==> config.mk <==
export PLATFORM = sky130hd
export DESIGN_NAME = mm_tile_scheduler
export DESIGN_NICKNAME = d
export VERILOG_FILES = /design/src/rtl/mm_tile_scheduler.sv
export SDC_FILE = /design/constraint.sdc
export NUM_CORES = 1
export LEC_CHECK = 0
export BUFFER_PORTS_ARGS = -buffer_cell sky130_fd_sc_hd__buf_2
export CAP_MARGIN = 20
export CELL_PAD_IN_SITES_DETAIL_PLACEMENT = 0
export CELL_PAD_IN_SITES_GLOBAL_PLACEMENT = 1
export CORE_AREA = 5 5 157 159
export DETAILED_ROUTE_END_ITERATION = 10
export DIE_AREA = 0 0 162 164
export GPL_TIMING_DRIVEN = 0
export PLACE_DENSITY_LB_ADDON = 0.1
export SYNTH_ARGS = -nofsm -noshare
export SYNTH_HDL_FRONTEND = slang
export SYNTH_SLANG_ARGS = --single-unit
==> constraint.sdc <==
create_clock -name clk -period 4.3 [get_ports clk]
set_input_delay 0.645 -clock clk [delete_from_list [all_inputs] [get_ports clk]]
set_output_delay 0.645 -clock clk [all_outputs]
set_load 0.01 [all_outputs]
==> src/rtl/mm_tile_scheduler.sv <==
// rtl/mm_tile_scheduler.sv - splits an M*K*T x K*N*T job into T tiles and feeds matrix_multiplier
// Optional watchdog on the wait states: define MM_SCHED_WDOG_EN.
`ifndef WIDTH_DATA
`define WIDTH_DATA 16
`endif

module mm_tile_scheduler #(
  parameter int M          = 4,
  parameter int K          = 3,
  parameter int N          = 3,
  parameter int WIDTH_TILE = 4,
  parameter int SRC_AW     = 16,
  parameter int WDOG_CYC   = 256
) (
  input  logic                               clk,
  input  logic                               rst,
  input  logic                               cmd_valid,
  output logic                               cmd_ready,
  input  logic [WIDTH_TILE-1:0]              cmd_tile_num,
  input  logic [SRC_AW-1:0]                  cmd_w_base,
  input  logic [SRC_AW-1:0]                  cmd_fm_base,
  input  logic                               abort,
  output logic                               src_rd_en,
  output logic [SRC_AW-1:0]                  src_rd_addr,
  input  logic [`WIDTH_DATA-1:0]             src_rd_data,
  output logic                               mm_w_en,
  output logic [((K*N > 1) ? $clog2(K*N) : 1)-1:0] mm_w_addr,
  output logic [`WIDTH_DATA-1:0]             mm_w_in,
  output logic                               mm_fm_en,
  output logic [((M*K > 1) ? $clog2(M*K) : 1)-1:0] mm_fm_addr,
  output logic [`WIDTH_DATA-1:0]             mm_fm_in,
  output logic                               mm_start,
  output logic [WIDTH_TILE-1:0]              mm_tile_num,
  input  logic                               mm_result_valid,
  input  logic                               mm_acc_valid,
  output logic                               busy,
  output logic                               done,
  output logic [WIDTH_TILE-1:0]              tile_idx,
  output logic                               err
);

  localparam int KN      = K * N;
  localparam int MK      = M * K;
  localparam int WA_W    = (KN > 1) ? $clog2(KN) : 1;
  localparam int FA_W    = (MK > 1) ? $clog2(MK) : 1;
  localparam int CNT_MAX = (KN > MK) ? KN : MK;
  localparam int CW      = $clog2(CNT_MAX + 1);

  typedef enum logic [2:0] {
    IDLE, LOAD_W, LOAD_FM, DRAIN, START, WAIT_T, WAIT_ACC, DONE
  } state_t;

  state_t                state, state_next;
  logic [CW-1:0]         cnt;
  logic [WIDTH_TILE-1:0] t_q, tile_num_q;
  logic [SRC_AW-1:0]     w_base_q, fm_base_q, w_off, fm_off;
  logic                  w_en_q, fm_en_q;
  logic [WA_W-1:0]       w_addr_q;
  logic [FA_W-1:0]       fm_addr_q;
  logic                  accept, abort_hit, tile_adv, wdog_hit, wdog_trip;

  always_comb begin
    state_next = state;
    tile_adv   = 1'b0;
    wdog_trip  = 1'b0;
    accept     = 1'b0;
    abort_hit  = abort && (state != IDLE);
    case (state)
      IDLE: begin
        if (cmd_valid && !abort) begin
          accept     = 1'b1;
          state_next = (cmd_tile_num == '0) ? DONE : LOAD_W;
        end
      end
      LOAD_W:  if (cnt == CW'(KN - 1)) state_next = LOAD_FM;
      LOAD_FM: if (cnt == CW'(MK - 1)) state_next = DRAIN;
      DRAIN:   state_next = START;
      START:   state_next = WAIT_T;
      WAIT_T: begin
        if (mm_result_valid) begin
          if (t_q != tile_num_q - WIDTH_TILE'(1)) begin
            tile_adv   = 1'b1;
            state_next = LOAD_W;
          end else if (mm_acc_valid) begin
            state_next = DONE;
          end else begin
            state_next = WAIT_ACC;
          end
        end else if (wdog_hit) begin
          wdog_trip  = 1'b1;
          state_next = IDLE;
        end
      end
      WAIT_ACC: begin
        if (mm_acc_valid) begin
          state_next = DONE;
        end else if (wdog_hit) begin
          wdog_trip  = 1'b1;
          state_next = IDLE;
        end
      end
      DONE:    state_next = IDLE;
      default: state_next = IDLE;
    endcase
    // abort overrides every other event, including a watchdog expiry
    if (abort_hit) begin
      state_next = IDLE;
      tile_adv   = 1'b0;
      wdog_trip  = 1'b0;
    end
  end

  always_ff @(posedge clk) begin
    if (rst) begin
      state      <= IDLE;
      cnt        <= '0;
      t_q        <= '0;
      tile_num_q <= '0;
      w_base_q   <= '0;
      fm_base_q  <= '0;
      w_off      <= '0;
      fm_off     <= '0;
      w_en_q     <= 1'b0;
      fm_en_q    <= 1'b0;
      w_addr_q   <= '0;
      fm_addr_q  <= '0;
    end else begin
      state <= state_next;
      if ((state_next == state) && ((state == LOAD_W) || (state == LOAD_FM)))
        cnt <= cnt + CW'(1);
      else
        cnt <= '0;
      // write port trails the read strobe by one cycle to meet the RAM latency
      w_en_q    <= (state == LOAD_W) && !abort_hit;
      fm_en_q   <= (state == LOAD_FM) && !abort_hit;
      w_addr_q  <= WA_W'(cnt);
      fm_addr_q <= FA_W'(cnt);
      if (accept) begin
        tile_num_q <= cmd_tile_num;
        w_base_q   <= cmd_w_base;
        fm_base_q  <= cmd_fm_base;
        t_q        <= '0;
        w_off      <= '0;
        fm_off     <= '0;
      end else if (tile_adv) begin
        t_q    <= t_q + WIDTH_TILE'(1);
        w_off  <= w_off + SRC_AW'(KN);
        fm_off <= fm_off + SRC_AW'(MK);
      end else if (state_next == IDLE) begin
        t_q <= '0;
      end
    end
  end

`ifdef MM_SCHED_WDOG_EN
  localparam int WDW = $clog2(WDOG_CYC + 1);
  logic [WDW-1:0] wdog_cnt;
  logic           err_q;

  assign wdog_hit = (wdog_cnt == WDW'(WDOG_CYC - 1));
  assign err      = err_q;

  always_ff @(posedge clk) begin
    if (rst) begin
      wdog_cnt <= '0;
      err_q    <= 1'b0;
    end else begin
      if ((state_next != state) || !((state == WAIT_T) || (state == WAIT_ACC)))
        wdog_cnt <= '0;
      else
        wdog_cnt <= wdog_cnt + WDW'(1);
      if (accept)
        err_q <= 1'b0;
      else if (wdog_trip)
        err_q <= 1'b1;
    end
  end
`else
  assign wdog_hit = 1'b0;
  assign err      = 1'b0;
`endif

  assign cmd_ready   = (state == IDLE);
  assign busy        = (state != IDLE);
  assign done        = (state == DONE);
  assign mm_start    = (state == START);
  assign mm_tile_num = tile_num_q;
  assign tile_idx    = t_q;
  assign src_rd_en   = (state == LOAD_W) || (state == LOAD_FM);

  always_comb begin
    src_rd_addr = '0;
    if (state == LOAD_W)
      src_rd_addr = w_base_q + w_off + SRC_AW'(cnt);
    else if (state == LOAD_FM)
      src_rd_addr = fm_base_q + fm_off + SRC_AW'(cnt);
  end

  assign mm_w_en    = w_en_q;
  assign mm_w_addr  = w_addr_q;
  assign mm_w_in    = w_en_q ? src_rd_data : '0;
  assign mm_fm_en   = fm_en_q;
  assign mm_fm_addr = fm_addr_q;
  assign mm_fm_in   = fm_en_q ? src_rd_data : '0;

endmodule

## Word level (Yosys, flattened, before mapping)

Index checks and enable logic that the tools add are counted.

| cells by class | value |
|---|---|
| $add $sub $neg | 9 |
| eq/ne operators | 11 |
| muxes and demuxes | 22 |
| bitwise logic cells | 1 |
| reduce and logical (&&, ||, !) cells | 15 |

Operators with widths:

| kind | count |
|---|---|
| 2-to-1 mux 16 bit | 4 |
| adder 16 bit | 2 |
| adder 16 x 4 -> 16 bit | 2 |
| adder 16 x 4 -> 16 bit (second input constant) | 2 |
| 2-to-1 mux 3 bit | 8 |
| one-hot mux 3 bit (8 select lines) | 1 |
| equality test 3 bit (second input constant) | 4 |
| adder 4 x 1 -> 4 bit (second input constant) | 2 |
| equality test 4 bit (second input constant) | 2 |
| 2-to-1 mux 4 bit | 2 |
| 2-to-1 mux 1 bit | 7 |
| equality test 3 x 2 -> 1 bit (second input constant) | 2 |
| zero test 3 bit | 2 |
| logical AND 1 bit | 5 |
| zero test 4 bit | 1 |
| inequality test 4 bit | 1 |
| OR reduction 2 bit | 2 |
| subtractor 4 x 1 -> 4 bit (second input constant) | 1 |
| equality test 3 x 1 -> 1 bit (second input constant) | 1 |
| equality test 3 bit | 1 |
| nonzero test 3 bit | 1 |
| zero test 1 bit | 2 |
| nonzero test 2 bit | 1 |
| logical OR 1 bit | 1 |
| inverter 1 bit | 1 |

| word-level totals | value |
|---|---|
| flip-flop bits (word level) | 85 |
| bits of input ports | 58 |
| word-level logic and storage cells | 69 |

## Logic depth before layout (Yosys ltp)

| logic depth | value |
|---|---|
| word-level depth | 10 |
| depth in mapped cells | 12 |
| mapped depth without buffers | 12 |

## Worst setup path after synthesis

OpenSTA, ideal clock, no wires.

| timing | value |
|---|---|
| path type | register to output |
| start point | register cnt[0] |
| end point | output src_rd_addr[15] |
| arrival time | 2.761 ns |
| required time | 3.655 ns |
| slack | 0.894 ns |
| stages on the path, launching flop included | 13 |
| path buffers | 0 |
| path through | dfxtp_1 > inv_1 > fa_1 > inv_1 > ha_1 > inv_1 > fa_1 > nor2b_1 > o31a_1 > o221ai_2 > o2111a_1 > a211o_1 > a211o_1 |

| on the way | value |
|---|---|
| cells in the longest elaborated chain, start to end | 3 |
| elaborated cells between the ends (all ways) | 4 |
| those cells by class | add/sub (2); mux (2) |

RTL lines:

| what | line | text |
|---|---|---|
| start: declaration | 54 | `logic [CW-1:0] cnt;` |
| start signal: assignment | 130 | `cnt <= cnt + CW'(1);` |
| adder 16 x 4 -> 16 bit | 196 | `src_rd_addr = fm_base_q + fm_off + SRC_AW'(cnt);` |
| 2-to-1 mux 16 bit | 195 | `else if (state == LOAD_FM)` |
| 2-to-1 mux 16 bit * | 193 | `if (state == LOAD_W)` |
| end: declaration | 24 | `output logic [SRC_AW-1:0] src_rd_addr,` |

Mark *: on every way between the ends. The rest lies on a longest branch, timed or not.

## Worst setup path in the final report

| timing | value |
|---|---|
| start point | register cnt[2] |
| end point | output src_rd_addr[15] |

Same word-level chain as after synthesis.

==> metrics.md <==
| Metric | Value |
|---|---|
| Die height | 164 um |
| Post-route DRC | 0 |
| Post-route clock period utilization | 0.956 |
| Reg area | 1670 um2 |
| PortBufs | 127 |
| Status | completed |
| Global Route Usage Sum | 0.145 |
| Drt initial violations | 190 |
| Hold slack | 0.455 ns |
| VDD IR max | 177 uV |
| R2r setup slk | 1.90 ns |
| Area of the multi-input gates | 3800 um2 |
| Worst-Skew Late Latency | 0.35 ns |
| Max Clk Rate | 243 MHz |
| Power Dens Cells | 263 nW/um2 |
| Synth-to-layout area growth | 23.9% |
| Final antenna diode count | 0 |
| Ports | 130 |
| Synthesized area | 5670 um2 |
| Hold Buf Count CTS | 0 |
| CTS buffer count | 9 |
| Clock buffer depth | 2 |
| Global-route wire length before repair | 30200 um |
| Worst r2r src | mm_tile_num[0] |
| DRT Wirelength | 18900 um |
| Setup Skew | 0.00935 ns |
| Max-cap violations | 0 |
| # setup viols final | 0 |
| Synth top area cells | dfxtp_1 29%, ha_1 13%, nand2_1 6.8% |
| Most frequent cells in the layout | 136 x buf_2, 103 x nand2_1, 80 x dfxtp_1, 63 x nor2_1, 59 x a21oi_1 |
| Hold Vio Cnt, Final | 0 |
| GRT overflow | 0 |
| Net count after synthesis | 822 |
| CP Max Fanout | 7 |
| DR WL/cell | 16.7 um |
| Post-synth EDFFs | 0 |
| Post-synthesis average cell area | 8.12 um2 |
| R2R cell count | 8 |
| Slew HR | 0.489 |
| Min-Delay Path Class | register to register |
| Main synth FF type | dfxtp_1 |
| Yosys top cell area share | 0.293 |
| Clk slew on worst S/H paths | 0.06 ns |
| Post-detail-place hpwl | 15500 um |
| #FFs+latches synth | 83 |
| Via/cell ratio | 4.72 |
| Total Power | 1.85 mW |
| RR Endpoint | fm_off[15] |
| # H-tree levels | 3 |
| First drt pass iteration count | 5 |
| Row count | 56 |
| Total number of vias | 5343 |
| Placed Area | 6670 um2 |
| Max Slew Vio Count | 0 |
| CTS tree | built |
| Routability cong. | 0.818 |
| Crit path launch | cnt[2] |
| Clock sink count | 83 |
| Total die area | 26600 um2 |
| Startpoint Class | register |
| Sequential area share after synthesis | 0.293 |
| Fin cells | 1133 |
| Least-Margin Pin Slew | 0.761 ns |
| Dominant cell type by area after synthesis | dfxtp_1 |
| Commonest non-fill, non-tap cell in the layout | buf_2 |
| FILL cells | 2521 |
| Static Leak | 3.17 nW |
| Gate Count Post-Synth | 698 |
| Vias in the first global route | 5628 |
| Post-route ant nets | 0 |
| Warnings, synthesis | 0 |
| Setup_tns | 0 ns |
| Netlist cell types | 68 |
| Largest net degree at the start of global routing | 14 |
| Cell Count Post-Placement | 1116 |
| Kind of critical path | register to output pin |
| Setup ws final | 0.189 ns |
| Critical Path Sink Type | output pin |
| Clk root buf | clkbuf_16 |
| Core Area | 23100 um2 |
| # nets final | 962 |
| Share of layout cells above drive strength 1 | 0.214 |
| Tmin final | 4.11 ns |
| Starting Density | 0.245 |
| Die X | 162 um |
| DP Worst Slack | 0.408 ns |
| End of the critical path | src_rd_addr[15] |
| RSZ-0062 raised after global routing | no |
| Fin area | 7030 um2 |
| CP required | 3.65 ns |
| Post-synth ARST share | 0 |
| CP arrival | 3.47 ns |
| Initial antenna violation count | 0 |
| Fin util | 0.304 |
## cell usage after synthesis, types with 5 or more instances
cell type / count
nand3_1: 12
dfxtp_1: 83
xor2_1: 20
nor3_1: 10
buf_4: 5
a21oi_1: 59
o22ai_1: 12
xnor2_1: 32
a211oi_1: 5
nand2_1: 103
and2_1: 36
and3_1: 10
inv_1: 24
fa_1: 8
clkbuf_1: 15
nand2b_1: 9
or3_1: 5
a31oi_1: 5
ha_1: 58
buf_2: 8
nor2_1: 63
o21ai_0: 27
a21o_1: 6
## layout make-up
cell class,instances,area share
flip-flops and latches,83,0.237
clock inverters,5,0.0110
clock buffers,11,0.0331
repair buffers,129,0.0922
plain buffers,31,0.0207
inverters,25,0.0134
multi-input cells,559,0.541
well taps,290,0.0516
## layer usage
layer  routed length, um  global-route usage  up-vias
li1                    -                   -     2705
met1                8800               0.186     2476
met2                9000               0.253      149
met3                 875              0.0256       13
met4                 233              0.0369        0
met5                   0                   0        -
## cell families after synthesis
family | count (synthesis) | share of synthesized area
and+or+nand+nor | 280 | 0.242
AOI/OAI and AO/OA | 155 | 0.172
DFF | 83 | 0.293
adders and majority gates | 66 | 0.156
buffers and inverters | 56 | 0.0421
xor gates and xnor gates | 54 | 0.0883
muxes | 3 | 0.00552
other | 1 | 0.000661
## state kept, by name (all words and copies together) (netlist names)
| name | cells |
|---|---|
| w_off | 16 |
| mm_w_en | 1 |
| cnt | 4 |
| state | 3 |
| fm_base_q | 16 |
| mm_tile_num | 4 |
| mm_fm_addr | 4 |
| fm_off | 14 |
| mm_fm_en | 1 |
| tile_idx | 4 |
| w_base_q | 16 |
## worst max-delay path, cell delays in order, from the launching register on
cell	delay [ns]
dfxtp_1	0.44
fa_1	0.62
inv_1	0.07
fa_1	0.47
nor2b_2	0.14
o31a_1	0.26
o221ai_4	0.15
o2111a_1	0.26
a211o_1	0.29
a211o_1	0.27
buf_2	0.15
## repair_timing
| item | in CTS | in global routing |
|---|---|---|
| gates resized for setup | 0 | 10 |
| buffers inserted | 0 | 1 |
| endpoints found under the setup margin | 0 | 2 |
## power breakdown
part	switching (mW)	internal (mW)	leakage [nW]	total, mW
logic	0.125	0.0770	2.34	0.201
clock network	0.336	0.508	0.150	0.844
registers	0.0142	0.786	0.674	0.800
## worst min path at each step
stage | startpoint | end | slack (ns) | cells past startpoint
after floorplan | w_base_q[0] | w_base_q[0] | 0.44 | 2
after global placement | fm_base_q[0] | fm_base_q[0] | 0.45 | 2
after detailed placement | fm_base_q[0] | fm_base_q[0] | 0.46 | 2
after CTS | fm_base_q[0] | fm_base_q[0] | 0.47 | 2
after global routing | cnt[0] | cnt[0] | 0.47 | 1
final | cnt[0] | cnt[0] | 0.45 | 1
No activity file was read; power rests on OpenSTA's default activity.
